### src/rtl/pq_cmd_issuer.sv
// Command front end for a register_tree priority queue: checks full/empty, pulses the queue strobes once, waits out the settle gap, then answers.
// Latency: accept to response is GAP+2 cycles when a strobe is issued and 1 cycle for rejects and peeks; a stalled response holds the block and keeps o_cmd_ready low.
module pq_cmd_issuer #(
   parameter int DATA_WIDTH = 16,
   parameter int QUEUE_SIZE = 15,
   parameter int ENQ_GAP    = $clog2(QUEUE_SIZE),
   parameter int DEQ_GAP    = 2,
   parameter int REP_GAP    = 2
) (
   input  logic                  i_CLK,
   input  logic                  i_RST,
   input  logic                  i_cmd_valid,
   output logic                  o_cmd_ready,
   input  logic [1:0]            i_cmd_op,
   input  logic [DATA_WIDTH-1:0] i_cmd_data,
   output logic                  o_rsp_valid,
   input  logic                  i_rsp_ready,
   output logic [DATA_WIDTH-1:0] o_rsp_data,
   output logic [1:0]            o_rsp_status,
   output logic                  o_pq_wrt,
   output logic                  o_pq_read,
   output logic [DATA_WIDTH-1:0] o_pq_data,
   input  logic                  i_pq_full,
   input  logic                  i_pq_empty,
   input  logic [DATA_WIDTH-1:0] i_pq_data,
   output logic                  o_busy
);

   localparam int MAX_GAP = (ENQ_GAP > DEQ_GAP) ? ((ENQ_GAP > REP_GAP) ? ENQ_GAP : REP_GAP)
                                                : ((DEQ_GAP > REP_GAP) ? DEQ_GAP : REP_GAP);
   localparam int CNT_W   = (MAX_GAP > 0) ? $clog2(MAX_GAP + 1) : 1;

   localparam logic [1:0] STS_OK    = 2'd0;
   localparam logic [1:0] STS_FULL  = 2'd1;
   localparam logic [1:0] STS_EMPTY = 2'd2;

   typedef enum logic [1:0] {
      ST_IDLE,
      ST_ISSUE,
      ST_SETTLE,
      ST_RESP
   } state_t;

   typedef enum logic [1:0] {
      OP_ENQ,
      OP_DEQ,
      OP_REP,
      OP_PEEK
   } op_t;

   typedef struct packed {
      logic [DATA_WIDTH-1:0] dat;
      logic [1:0]            sts;
   } rsp_t;

   state_t                state_q, state_d;
   op_t                   op_q, op_d;
   logic [CNT_W-1:0]      cnt_q, cnt_d;
   logic [CNT_W-1:0]      gap_sel;
   rsp_t                  rsp_q, rsp_d;
   logic                  rsp_vld_q, rsp_vld_d;
   logic                  cmd_rdy_q, cmd_rdy_d;
   logic                  busy_q, busy_d;
   logic                  wrt_q, wrt_d;
   logic                  read_q, read_d;
   logic [DATA_WIDTH-1:0] pq_dat_q, pq_dat_d;

   always_comb begin
      case (op_q)
         OP_ENQ:  gap_sel = CNT_W'(ENQ_GAP);
         OP_REP:  gap_sel = CNT_W'(REP_GAP);
         default: gap_sel = CNT_W'(DEQ_GAP);
      endcase
   end

   always_comb begin
      state_d   = state_q;
      op_d      = op_q;
      cnt_d     = cnt_q;
      rsp_d     = rsp_q;
      rsp_vld_d = rsp_vld_q;
      wrt_d     = 1'b0;
      read_d    = 1'b0;
      pq_dat_d  = '0;

      case (state_q)
         ST_IDLE: begin
            if (i_cmd_valid && cmd_rdy_q) begin
               op_d = op_t'(i_cmd_op);
               case (op_t'(i_cmd_op))
                  OP_ENQ: begin
                     if (i_pq_full) begin
                        state_d   = ST_RESP;
                        rsp_vld_d = 1'b1;
                        rsp_d     = '{dat: i_pq_data, sts: STS_FULL};
                     end else begin
                        state_d  = ST_ISSUE;
                        wrt_d    = 1'b1;
                        pq_dat_d = i_cmd_data;
                     end
                  end
                  OP_DEQ: begin
                     if (i_pq_empty) begin
                        state_d   = ST_RESP;
                        rsp_vld_d = 1'b1;
                        rsp_d     = '{dat: '0, sts: STS_EMPTY};
                     end else begin
                        state_d = ST_ISSUE;
                        read_d  = 1'b1;
                     end
                  end
                  // Replace on an empty queue degenerates to an insert inside the tree.
                  OP_REP: begin
                     state_d  = ST_ISSUE;
                     wrt_d    = 1'b1;
                     read_d   = 1'b1;
                     pq_dat_d = i_cmd_data;
                  end
                  default: begin
                     state_d   = ST_RESP;
                     rsp_vld_d = 1'b1;
                     if (i_pq_empty) rsp_d = '{dat: '0, sts: STS_EMPTY};
                     else            rsp_d = '{dat: i_pq_data, sts: STS_OK};
                  end
               endcase
            end
         end
         ST_ISSUE: begin
            // The strobe is in flight, so i_pq_data is still the pre-op top here.
            cnt_d     = gap_sel;
            rsp_d.sts = STS_OK;
            if (op_q != OP_ENQ || gap_sel == '0) rsp_d.dat = i_pq_data;
            if (gap_sel == '0) begin
               state_d   = ST_RESP;
               rsp_vld_d = 1'b1;
            end else begin
               state_d = ST_SETTLE;
            end
         end
         ST_SETTLE: begin
            cnt_d = cnt_q - CNT_W'(1);
            if (cnt_q <= CNT_W'(1)) begin
               state_d   = ST_RESP;
               rsp_vld_d = 1'b1;
               if (op_q == OP_ENQ) rsp_d.dat = i_pq_data;
            end
         end
         ST_RESP: begin
            if (i_rsp_ready) begin
               state_d   = ST_IDLE;
               rsp_vld_d = 1'b0;
            end
         end
         default: state_d = ST_IDLE;
      endcase

      cmd_rdy_d = (state_d == ST_IDLE);
      busy_d    = (state_d != ST_IDLE);
   end

   always_ff @(posedge i_CLK) begin
      if (i_RST) begin
         state_q   <= ST_IDLE;
         op_q      <= OP_ENQ;
         cnt_q     <= '0;
         rsp_q     <= '0;
         rsp_vld_q <= 1'b0;
         cmd_rdy_q <= 1'b0;
         busy_q    <= 1'b0;
         wrt_q     <= 1'b0;
         read_q    <= 1'b0;
         pq_dat_q  <= '0;
      end else begin
         state_q   <= state_d;
         op_q      <= op_d;
         cnt_q     <= cnt_d;
         rsp_q     <= rsp_d;
         rsp_vld_q <= rsp_vld_d;
         cmd_rdy_q <= cmd_rdy_d;
         busy_q    <= busy_d;
         wrt_q     <= wrt_d;
         read_q    <= read_d;
         pq_dat_q  <= pq_dat_d;
      end
   end

   assign o_cmd_ready  = cmd_rdy_q;
   assign o_rsp_valid  = rsp_vld_q;
   assign o_rsp_data   = rsp_q.dat;
   assign o_rsp_status = rsp_q.sts;
   assign o_pq_wrt     = wrt_q;
   assign o_pq_read    = read_q;
   assign o_pq_data    = pq_dat_q;
   assign o_busy       = busy_q;

endmodule
### config.mk
export PLATFORM = sky130hd
export DESIGN_NAME = pq_cmd_issuer
export DESIGN_NICKNAME = d
export VERILOG_FILES = /design/src/rtl/pq_cmd_issuer.sv
export SDC_FILE = /design/constraint.sdc
export NUM_CORES = 1
export LEC_CHECK = 0
export ABC_AREA = 1
export ABC_CLOCK_PERIOD_IN_PS = 4600
export BUFFER_PORTS_ARGS = -buffer_cell sky130_fd_sc_hd__buf_4
export CORE_MARGIN = 1
export CORE_UTILIZATION = 38
export CTS_BUF_LIST = sky130_fd_sc_hd__clkbuf_8
export DETAILED_ROUTE_END_ITERATION = 6
export GPL_ROUTABILITY_DRIVEN = 0
export SLEW_MARGIN = 20
export SYNTH_ARGS = -nofsm -noshare
export SYNTH_HDL_FRONTEND = slang
export SYNTH_SLANG_ARGS = --single-unit
### constraint.sdc
create_clock -name i_CLK -period 4.6 [get_ports i_CLK]
set_input_delay 0.92 -clock i_CLK [delete_from_list [all_inputs] [get_ports i_CLK]]
set_output_delay 0.92 -clock i_CLK [all_outputs]
set_load 0.05 [all_outputs]
# Word level (Yosys, flattened, before mapping)
# Index checks and enable logic that the tools add are counted.
[totals] input_bits=40 out_inout_bits=39 ff_bits=46 word_cells=80
[classes] addsub=1 reduce_logical=17 eq_ne=14 n_mux=34 n_lt_le_gt_ge=1 bitwise_logic=2
[op_table] cell="$mux W18" n=4
[op_table] cell="$mux W16" n=4
[op_table] cell="$pmux W18 S3" n=1
[op_table] cell="$pmux W16 S3" n=1
[op_table] cell="$pmux W16 S2" n=1
[op_table] cell="$ne A2 B2 Y1 const B" n=7
[op_table] cell="$mux W2" n=5
[op_table] cell="$mux W1" n=9
[op_table] cell="$logic_not A2 Y1" n=4
[op_table] cell="$pmux W2 S4" n=1
[op_table] cell="$reduce_and A8 Y1" n=1
[op_table] cell="$reduce_bool A2 Y1" n=4
[op_table] cell="$reduce_and A7 Y1" n=1
[op_table] cell="$eq A2 B2 Y1 const B" n=3
[op_table] cell="$ne A3 B3 Y1 const B" n=2
[op_table] cell="$pmux W2 S3" n=1
[op_table] cell="$pmux W3 S2" n=1
[op_table] cell="$reduce_and A5 Y1" n=1
[op_table] cell="$eq A2 B1 Y1 const B" n=2
[op_table] cell="$pmux W1 S2" n=2
[op_table] cell="$pmux W1 S4" n=1
[op_table] cell="$pmux W2 S2" n=1
[op_table] cell="$le A3 B1 Y1 const B" n=1
[op_table] cell="$logic_not A3 Y1" n=1
[op_table] cell="9 further kinds" n=10

# Depth between registers and ports, before layout
# Gate-level depths: netlist of the first run.
[depth] depth_word=6 depth_mapped=11 mapped_depth_nobuf=10

# Worst setup path before layout of the first run
# OpenSTA, ideal clock, no wires.
[synth_path] path_kind="input port to flip-flop" from="input port i_cmd_op[0]" to="register rsp_q, in the netlist o_rsp_data[0]" n_path_buf=1 t_arrival_ns=1.972 required_ns=4.487 slack_ns=2.516 stages=9 setup_time_ns=0.113 cell_sequence="inv_1 -> ha_1 -> nand3_1 -> clkinv_1 -> nor2_2 -> nand3_4 -> clkbuf_8 -> nor2_1 -> nor2_1"
[synth_between] elab_chain_len=4 word_cells_on_any_way=10 classes_between="eq/ne (5); mux (3); reduce/logical (2)"
[synth_lines] item="start: declaration" line_no="14" text="input logic [1:0] i_cmd_op,"
[synth_lines] item="$eq A2 B2 Y1, or another cell as far along" line_no="90" text="case (op_t'(i_cmd_op))"
[synth_lines] item="$pmux W18 S3" line_no="90"
[synth_lines] item="$mux W18" line_no="88" text="if (i_cmd_valid && cmd_rdy_q) begin"
[synth_lines] item="$pmux W16 S3" line_no="86" text="case (state_q)"
[synth_lines] item="end signal: assignment" line_no="177" text="rsp_q <= rsp_d;"
[synth_lines] item="end: declaration" line_no="60" text="rsp_t rsp_q, rsp_d;"
# Parallel ways exist; a longest one is shown, timed or not. The select of a mux whose other input is x is not followed.
# A chain may end at the register's enable or synchronous reset.

# Final worst setup path of the first run
[layout_path] from="input port i_cmd_op[0]" to="register rsp_q, in the netlist o_rsp_data[8]"
# Same word-level chain as after synthesis.

==> flow_metrics.tcl, run 1 <==
set metrics [dict create \
    min_period_ns 2.13 \
    regToRegEndpoint "o_rsp_data[8]$_SDFFE_PP0P_" \
    crit_top_cell "sky130_fd_sc_hd__nand2_1" \
    core_mm2 0.00551 \
    die_area_mm2 0.00603 \
    cts-buffers-inserted 5 \
    drive_above_1_share_pct 25.0 \
    synth_warnings 0 \
    ys_async_sr_fraction_pct 0 \
    synth-seq-area-share_pct 42.4 \
    final_count_of_negative_setup_slack_endpoints 0 \
    drcViolationCount 0 \
    main_combinational_cell_family_by_area_after_synthesis "simple AND/OR/NAND/NOR gates" \
    capturing_element_type_of_the_critical_path "flip-flop" \
    layoutNonFillerInstCount 460 \
    globalRouteTotalUtil_pct 15.8 \
    placed_cell_area_mm2 0.00277 \
    synth.mux.area_fraction_pct 0 \
    synth-adder-area-share_pct 6.33 \
    final_min_period_over_clock_period_pct 46.3 \
    setup_total_negative_slack_ns 0 \
    grt_max_degree 33 \
    synth_compound_gate_area_share_pct 5.64 \
    gr_layer_usage_met1_pct 19.6 \
    timing_hold_violations_final 0 \
    postSynthAreaPerCell_um2 7.03 \
    rr_worst_depth 10 \
    worst_path_cell_trace "buf_4 -> inv_1 -> ha_1 -> nand3_1 -> clkinv_1 -> nor2_2 -> nand3_4 -> nand2_1 -> nand2_1 -> nor2_1" \
    whs_ns 0.492 \
    setup_skew_ns 0.00528 \
    ffs_latches_synth 46 \
    cell_total_after_placement 452 \
    p_sw_uw 922 \
    crit_start "i_cmd_op[0]" \
    initial_antenna_violation_count 0 \
    timing.critical_path.to "o_rsp_data[8]$_SDFFE_PP0P_" \
    power.static_leakage_nw 1.66 \
    ff2ff_setup_slack_ns 2.66 \
    synthSimpleGateAreaFrac_pct 29.8 \
    synth_top_cells_by_area "sky130_fd_sc_hd__dfxtp_1, sky130_fd_sc_hd__nand2_1, sky130_fd_sc_hd__inv_1" \
    timing_worst_slew_pin_value_ns 0.706 \
    post-synth-top-count-cell "sky130_fd_sc_hd__nand2_1" \
    cts_max_path_buffers 2 \
    synth_top_cells_by_count "sky130_fd_sc_hd__nand2_1, sky130_fd_sc_hd__inv_1, sky130_fd_sc_hd__nor2_1" \
    num_antenna_cells 0 \
    synth_largest_type_area_fraction_pct 42.4 \
    synth_xor_area_share_pct 0.403 \
    critical_path_arrival_ns 2.37 \
    h-tree-depth 2 \
    worst-path-buf-inv 3 \
    critical_path.max_fanout 32 \
    preCtsSetupSlack_ns 2.14 \
    synth_top_cell_by_area "sky130_fd_sc_hd__dfxtp_1" \
    power.share.sequential_pct 30.2 \
    layout.filler_cells 583 \
    route.antenna.remaining_nets 0 \
    worstSetupStartpointType "input port" \
    floorplan.io_pins 79 \
    initial_core_util_pct 39.5 \
    die_y_um 77.6 \
    pwr-share-clk_pct 15.6 \
    layout-area-overhead-vs-synth_pct 32.6 \
    postCtsHoldBufs 0 \
    synth.lib_cells_used.distinct 25 \
    gate_count_post_synth 309 \
    post_cts_resized 0 \
    global_route.usage.met3_pct 4.24 \
    slowest_stage "sky130_fd_sc_hd__nand3_4" \
    number_of_setup_buffers_added_after_cts 0 \
    cts.clk_slew.worst_paths_ns 0.09 \
    run_status "complete, no violations" \
    grt-ovfl-total 0 \
    drt-pass1-iter-count 4 \
    drt-wirelength-per-cell_um 9.66 \
    use_met2_pct 25.9 \
    critical_path.top_delay_family "simple AND/OR/NAND/NOR gates" \
    finalInstanceArea_mm2 0.00288 \
    total_of_max_cap_violations 0 \
    via_count 1910 \
    delay_of_the_slowest_critical_path_stage_ns 0.30 \
    cts_tree "done" \
    syn-cell-area_mm2 0.00217 \
    rsz_0062_raised_after_global_routing "false" \
    gr-max-usage-layer "met2" \
    clock_tree.root_cell "sky130_fd_sc_hd__clkbuf_8" \
    share_comb_of_total_power_pct 54.2 \
    nets 438 \
    internal_power_uw 997 \
    p_sw_share_pct 48.0 \
    synth.net_count 360 \
    first_global_vias 1750 \
    final-max-slew-violation-count 0 \
    vdd.ir_drop.worst_mv 0.286 \
    worstPathRequired_ns 4.84 \
    reg2reg_from "state_q[0]$_SDFF_PP0_" \
    synth_enable_flop_cells 0 \
    hp-class "flip-flop to flip-flop" \
    fmax_mhz 469 \
    timing.max_slew.rel_slack_pct 52.9 \
    worstSetupPathDepth 10 \
    drt_first_iter_violations 65 \
    postSynth.topFlopCell "sky130_fd_sc_hd__dfxtp_1" \
    grt_first_pass_wirelength_um 7640 \
    number_of_vias_per_cell 4.15 \
    clock_latency_ns 0.30 \
    cts_num_sinks 46 \
    buffer_ports.inserted 78 \
    die_width_um 77.6 \
    total_detailed_routing_wirelength_um 4440 \
    detailedPlacementHpwl_um 3330 \
    row_count 27 \
    critical_path_class "input port to flip-flop" \
    p_per_area_mw_per_mm2 666 \
    worst_slack_ns 2.47 \
]
logic make-up (layout without fill, tap and decap cells):
group / Yosys count / after routing
fa+ha+maj: 11 / 11
compound gates: 23 / 23
buf+inv: 76 / 155
flops: 46 / 46
simple gates: 152 / 152
xor+xnor: 1 / 1
tightest hold or removal path, stage by stage, from the launching register on:
cell and delay [ns]:
sky130_fd_sc_hd__dfxtp_1 0.34, sky130_fd_sc_hd__nor2_1 0.05, sky130_fd_sc_hd__nor2_1 0.08
worst min-delay path by stage:
stage	from	end	slack, ns	cells after the start
floorplan	cnt_q[1]$_SDFFE_PP0P_	cnt_q[1]$_SDFFE_PP0P_	0.45	2
global placement	o_rsp_status[1]$_SDFFE_PP0P_	o_rsp_status[1]$_SDFFE_PP0P_	0.47	2
detailed placement	cnt_q[1]$_SDFFE_PP0P_	cnt_q[1]$_SDFFE_PP0P_	0.48	2
CTS	cnt_q[1]$_SDFFE_PP0P_	cnt_q[1]$_SDFFE_PP0P_	0.49	2
global route	cnt_q[1]$_SDFFE_PP0P_	cnt_q[1]$_SDFFE_PP0P_	0.52	2
finish	o_rsp_status[1]$_SDFFE_PP0P_	o_rsp_status[1]$_SDFFE_PP0P_	0.49	2
through the flow:
stage / utilization, % / total power [mW]
global route: 52.3 / 2.07
floorplan: - / 1.40
finish: 52.3 / 1.92
global placement: 50.3 / 1.63
detailed placement: 50.3 / 1.64
CTS: 52.3 / 1.94
power groups by stage:
stage / Sequential (mW) / Combinational, mW / Clock (mW)
after floorplan: 0.917 / 0.483 / 0
after global placement: 0.587 / 1.04 / 0
after detailed placement: 0.588 / 1.05 / 0
after CTS: 0.579 / 1.05 / 0.309
after global routing: 0.594 / 1.15 / 0.326
final: 0.579 / 1.04 / 0.300
per-layer routing:
metal,up-vias,share of wire [%]
li1,1050,-
met1,800,47
met2,54,44
met3,6,6.7
met4,0,1.7
met5,-,0
cells in the final DEF, fill, tap and decap left out, drive strengths merged:
master,instances
buf,78
nand2,75
inv,69
nor2,67
dfxtp,46
o21ai,11
ha,11
a21oi,9
clkbuf,5
nand3,5
nor3,3
o21bai,1
clkinv,1
a211oi,1
nand3b,1
o211ai,1
nor3b,1
xor2,1
bufinv,1
clkinvlp,1
area by class of cell:
cell class              instances  area, um2  share of cell area [%]
multi-input cells             187        916                    31.8
repair buffers                 78        586                    20.3
flip-flops and latches         46        921                    32.0
well taps                      72       90.1                    3.13
inverters                      69        259                    8.99
clock buffers                   5       68.8                    2.39
clock inverters                 3       41.3                    1.43
flip-flops by register name, indices dropped and copies added (netlist names):
| name | count |
|---|---|
| o_pq_data | 16 |
| o_rsp_data | 16 |
| cnt_q | 3 |
| o_rsp_status | 2 |
| op_q | 2 |
| state_q | 2 |
| o_busy | 1 |
| o_cmd_ready | 1 |
| o_pq_read | 1 |
| o_pq_wrt | 1 |
| o_rsp_valid | 1 |
Note: power is estimated with default switching activity, not from simulation.
==> run 2, diff against run 1 <==
--- a/config.mk
+++ b/config.mk
@@ -6,13 +6,14 @@
 export NUM_CORES = 1
 export LEC_CHECK = 0
 export ABC_AREA = 1
-export ABC_CLOCK_PERIOD_IN_PS = 4600
+export ABC_CLOCK_PERIOD_IN_PS = 1750
 export BUFFER_PORTS_ARGS = -buffer_cell sky130_fd_sc_hd__buf_4
 export CORE_MARGIN = 1
 export CORE_UTILIZATION = 38
 export CTS_BUF_LIST = sky130_fd_sc_hd__clkbuf_8
 export DETAILED_ROUTE_END_ITERATION = 6
 export GPL_ROUTABILITY_DRIVEN = 0
+export PLACE_DENSITY = 0.66
 export SLEW_MARGIN = 20
 export SYNTH_ARGS = -nofsm -noshare
 export SYNTH_HDL_FRONTEND = slang
==> constraint.sdc (replaced) <==
create_clock -name i_CLK -period 1.75 [get_ports i_CLK]
set_input_delay 0.35 -clock i_CLK [delete_from_list [all_inputs] [get_ports i_CLK]]
set_output_delay 0.35 -clock i_CLK [all_outputs]
set_load 0.05 [all_outputs]
==> run 2 against run 1 <==
Effect of this change:
- first-iteration DRC count fell by 6.2%
- sequential power rose to 2.6 times the previous value
- wire length rose by 11%
- critical path type is now flip-flop to flip-flop
- worst setup slack got worse by 2.3 ns
- core utilization rose by 2.8 points
- highest routed layer unchanged
- via count rose by 6.8%
==> flow_metrics.tcl, run 2 (synthesis gave the netlist of run 1 again) <==
set metrics [dict create \
    power.static_leakage_nw 1.71 \
    initial_antenna_violation_count 0 \
    finalInstanceArea_mm2 0.00303 \
    critical_path.top_delay_family "simple AND/OR/NAND/NOR gates" \
    pwr-share-clk_pct 14.4 \
    share_comb_of_total_power_pct 57.3 \
    globalRouteTotalUtil_pct 17.2 \
    initial_core_util_pct 39.5 \
    die_width_um 77.6 \
    nets 447 \
    critical_path_class "flip-flop to flip-flop" \
    worstSetupStartpointType "flip-flop" \
    drt_first_iter_violations 61 \
    cts_tree "done" \
    vdd.ir_drop.worst_mv 0.749 \
    register_area_um2 926 \
    via_count 2039 \
    total_of_max_cap_violations 0 \
    critical_path.max_fanout 8 \
    cts.clk_slew.worst_paths_ns 0.09 \
    grt_max_degree 24 \
    layoutNonFillerInstCount 469 \
    detailedPlacementHpwl_um 3410 \
    worst-path-buf-inv 2 \
    slowest_stage "sky130_fd_sc_hd__dfxtp_4" \
    postCtsHoldBufs 0 \
    final_count_of_negative_setup_slack_endpoints 0 \
    clock_tree.root_cell "sky130_fd_sc_hd__clkbuf_8" \
    cts_num_sinks 46 \
    run_status "complete, no violations" \
    worst_path_cell_trace "inv_4 -> ha_4 -> inv_2 -> nand2_2 -> nand2_2 -> nor2_4 -> nand3_4 -> nor2_1 -> nor2_1" \
    final_cell_mix "sky130_fd_sc_hd__buf_4, sky130_fd_sc_hd__nand2_1, sky130_fd_sc_hd__inv_1" \
    clock_latency_ns 0.30 \
    grt-ovfl-total 0 \
    number_of_vias_per_cell 4.35 \
    route.antenna.remaining_nets 0 \
    cell_total_after_placement 456 \
    area_taken_by_multi_input_logic_gates_mm2 0.00100 \
    critical_path_arrival_ns 1.81 \
    first_global_vias 1822 \
    die_y_um 77.6 \
    worstPathRequired_ns 1.95 \
    buffer_ports.inserted 78 \
    delay_of_the_slowest_critical_path_stage_ns 0.39 \
    p_sw_mw 2.61 \
    setup_total_negative_slack_ns 0 \
    timing.max_slew.rel_slack_pct 76.6 \
    timing_hold_violations_final 0 \
    rsz_0062_raised_after_global_routing "false" \
    p_per_area_mw_per_mm2 1780 \
    hp-class "input port to flip-flop" \
    drt-pass1-iter-count 4 \
    internal_power_mw 2.80 \
    final_min_period_over_clock_period_pct 91.8 \
    drcViolationCount 0 \
    power_mw 5.41 \
    layout.filler_cells 549 \
    layout-area-overhead-vs-synth_pct 39.6 \
    die_area_mm2 0.00603 \
    num_antenna_cells 0 \
    total_detailed_routing_wirelength_um 4940 \
    final_common_cell "sky130_fd_sc_hd__buf_4" \
    placed_cell_area_mm2 0.00281 \
    row_count 27 \
    cts-buffers-inserted 5 \
    grt_first_pass_wirelength_um 8120 \
    p_sw_share_pct 48.2 \
    setup_skew_ns 0.00904 \
    drt-wirelength-per-cell_um 10.5 \
    drive_above_1_share_pct 28.7 \
    min_period_ns 1.61 \
    cts_max_path_buffers 2 \
    fmax_mhz 622 \
    final-max-slew-violation-count 0 \
    h-tree-depth 2 \
    power.share.sequential_pct 28.3 \
    finalCoreUtilization_pct 55.1 \
    timing_worst_slew_pin_value_ns 0.351 \
    core_mm2 0.00551 \
    floorplan.io_pins 79 \
    capturing_element_type_of_the_critical_path "flip-flop" \
]
-- run 2: cell count changes in the layout (fill, tap and decap cells not counted), sizes merged --
cell   delta
nand3     +3
buf       +6
-- run 2: final timing paths --
path | startpoint | end | slack (ns) | depth (start not counted)
worst max register to register | state_q[1]$_SDFF_PP0_ | o_rsp_data[0]$_SDFFE_PP0P_ | 0.14 | 9
worst min register to register | o_rsp_status[1]$_SDFFE_PP0P_ | o_rsp_status[1]$_SDFFE_PP0P_ | 0.49 | 2
worst max-delay path | state_q[1]$_SDFF_PP0_ | o_rsp_data[0]$_SDFFE_PP0P_ | 0.14 | 9
worst min-delay path | i_cmd_data[1] | o_pq_data[1]$_SDFF_PP0_ | 0.23 | 3
-- run 2: power groups by stage --
stage	Sequential, mW	Combinational (mW)	Clock [mW]
2_1_floorplan	2.41	1.27	0
3_3_place_gp	1.54	2.76	0
3_5_place_dp	1.54	2.80	0
4_1_cts	1.52	3.03	0.801
5_1_grt	1.57	3.38	0.852
6_report	1.53	3.10	0.780
-- run 2: layer usage --
metal  vias to the layer above  GRT usage [%]  share of wire, %
li1                       1084              -                 -
met1                       883           20.5                44
met2                        65           29.1                48
met3                         7           4.35               6.0
met4                         0           7.55               1.4
met5                         -              0                 0
-- run 2: worst min-delay path, delay by kind of cell --
family	cells	cell delay, ns
and+or+nand+nor	1	0.04
buffers and inverters	2	0.11
-- run 2: layout make-up --
type / instances / share of cell area, %
clock buffers: 5 / 2.27
clock inverters: 3 / 1.36
inverters: 69 / 8.62
multi-input cells: 190 / 33.1
flip-flops and latches: 46 / 30.5
well taps: 72 / 2.97
repair buffers: 84 / 21.2
-- run 2: timing repair --
item                       CTS  global route
setup endpoints to repair   16            17
setup buffers                0             2
pin swaps                    3             4
gates resized for setup      6            10
cloned                       3             0
-- run 2: metrics by stage --
stage	hold WS [ns]	setup slack [ns]
6_report	0.226	0.143
3_3_place_gp	0.470	-0.0133
3_5_place_dp	0.480	-0.0706
5_1_grt	0.220	0.00877
2_1_floorplan	0.419	0.124
4_1_cts	0.221	0.0213
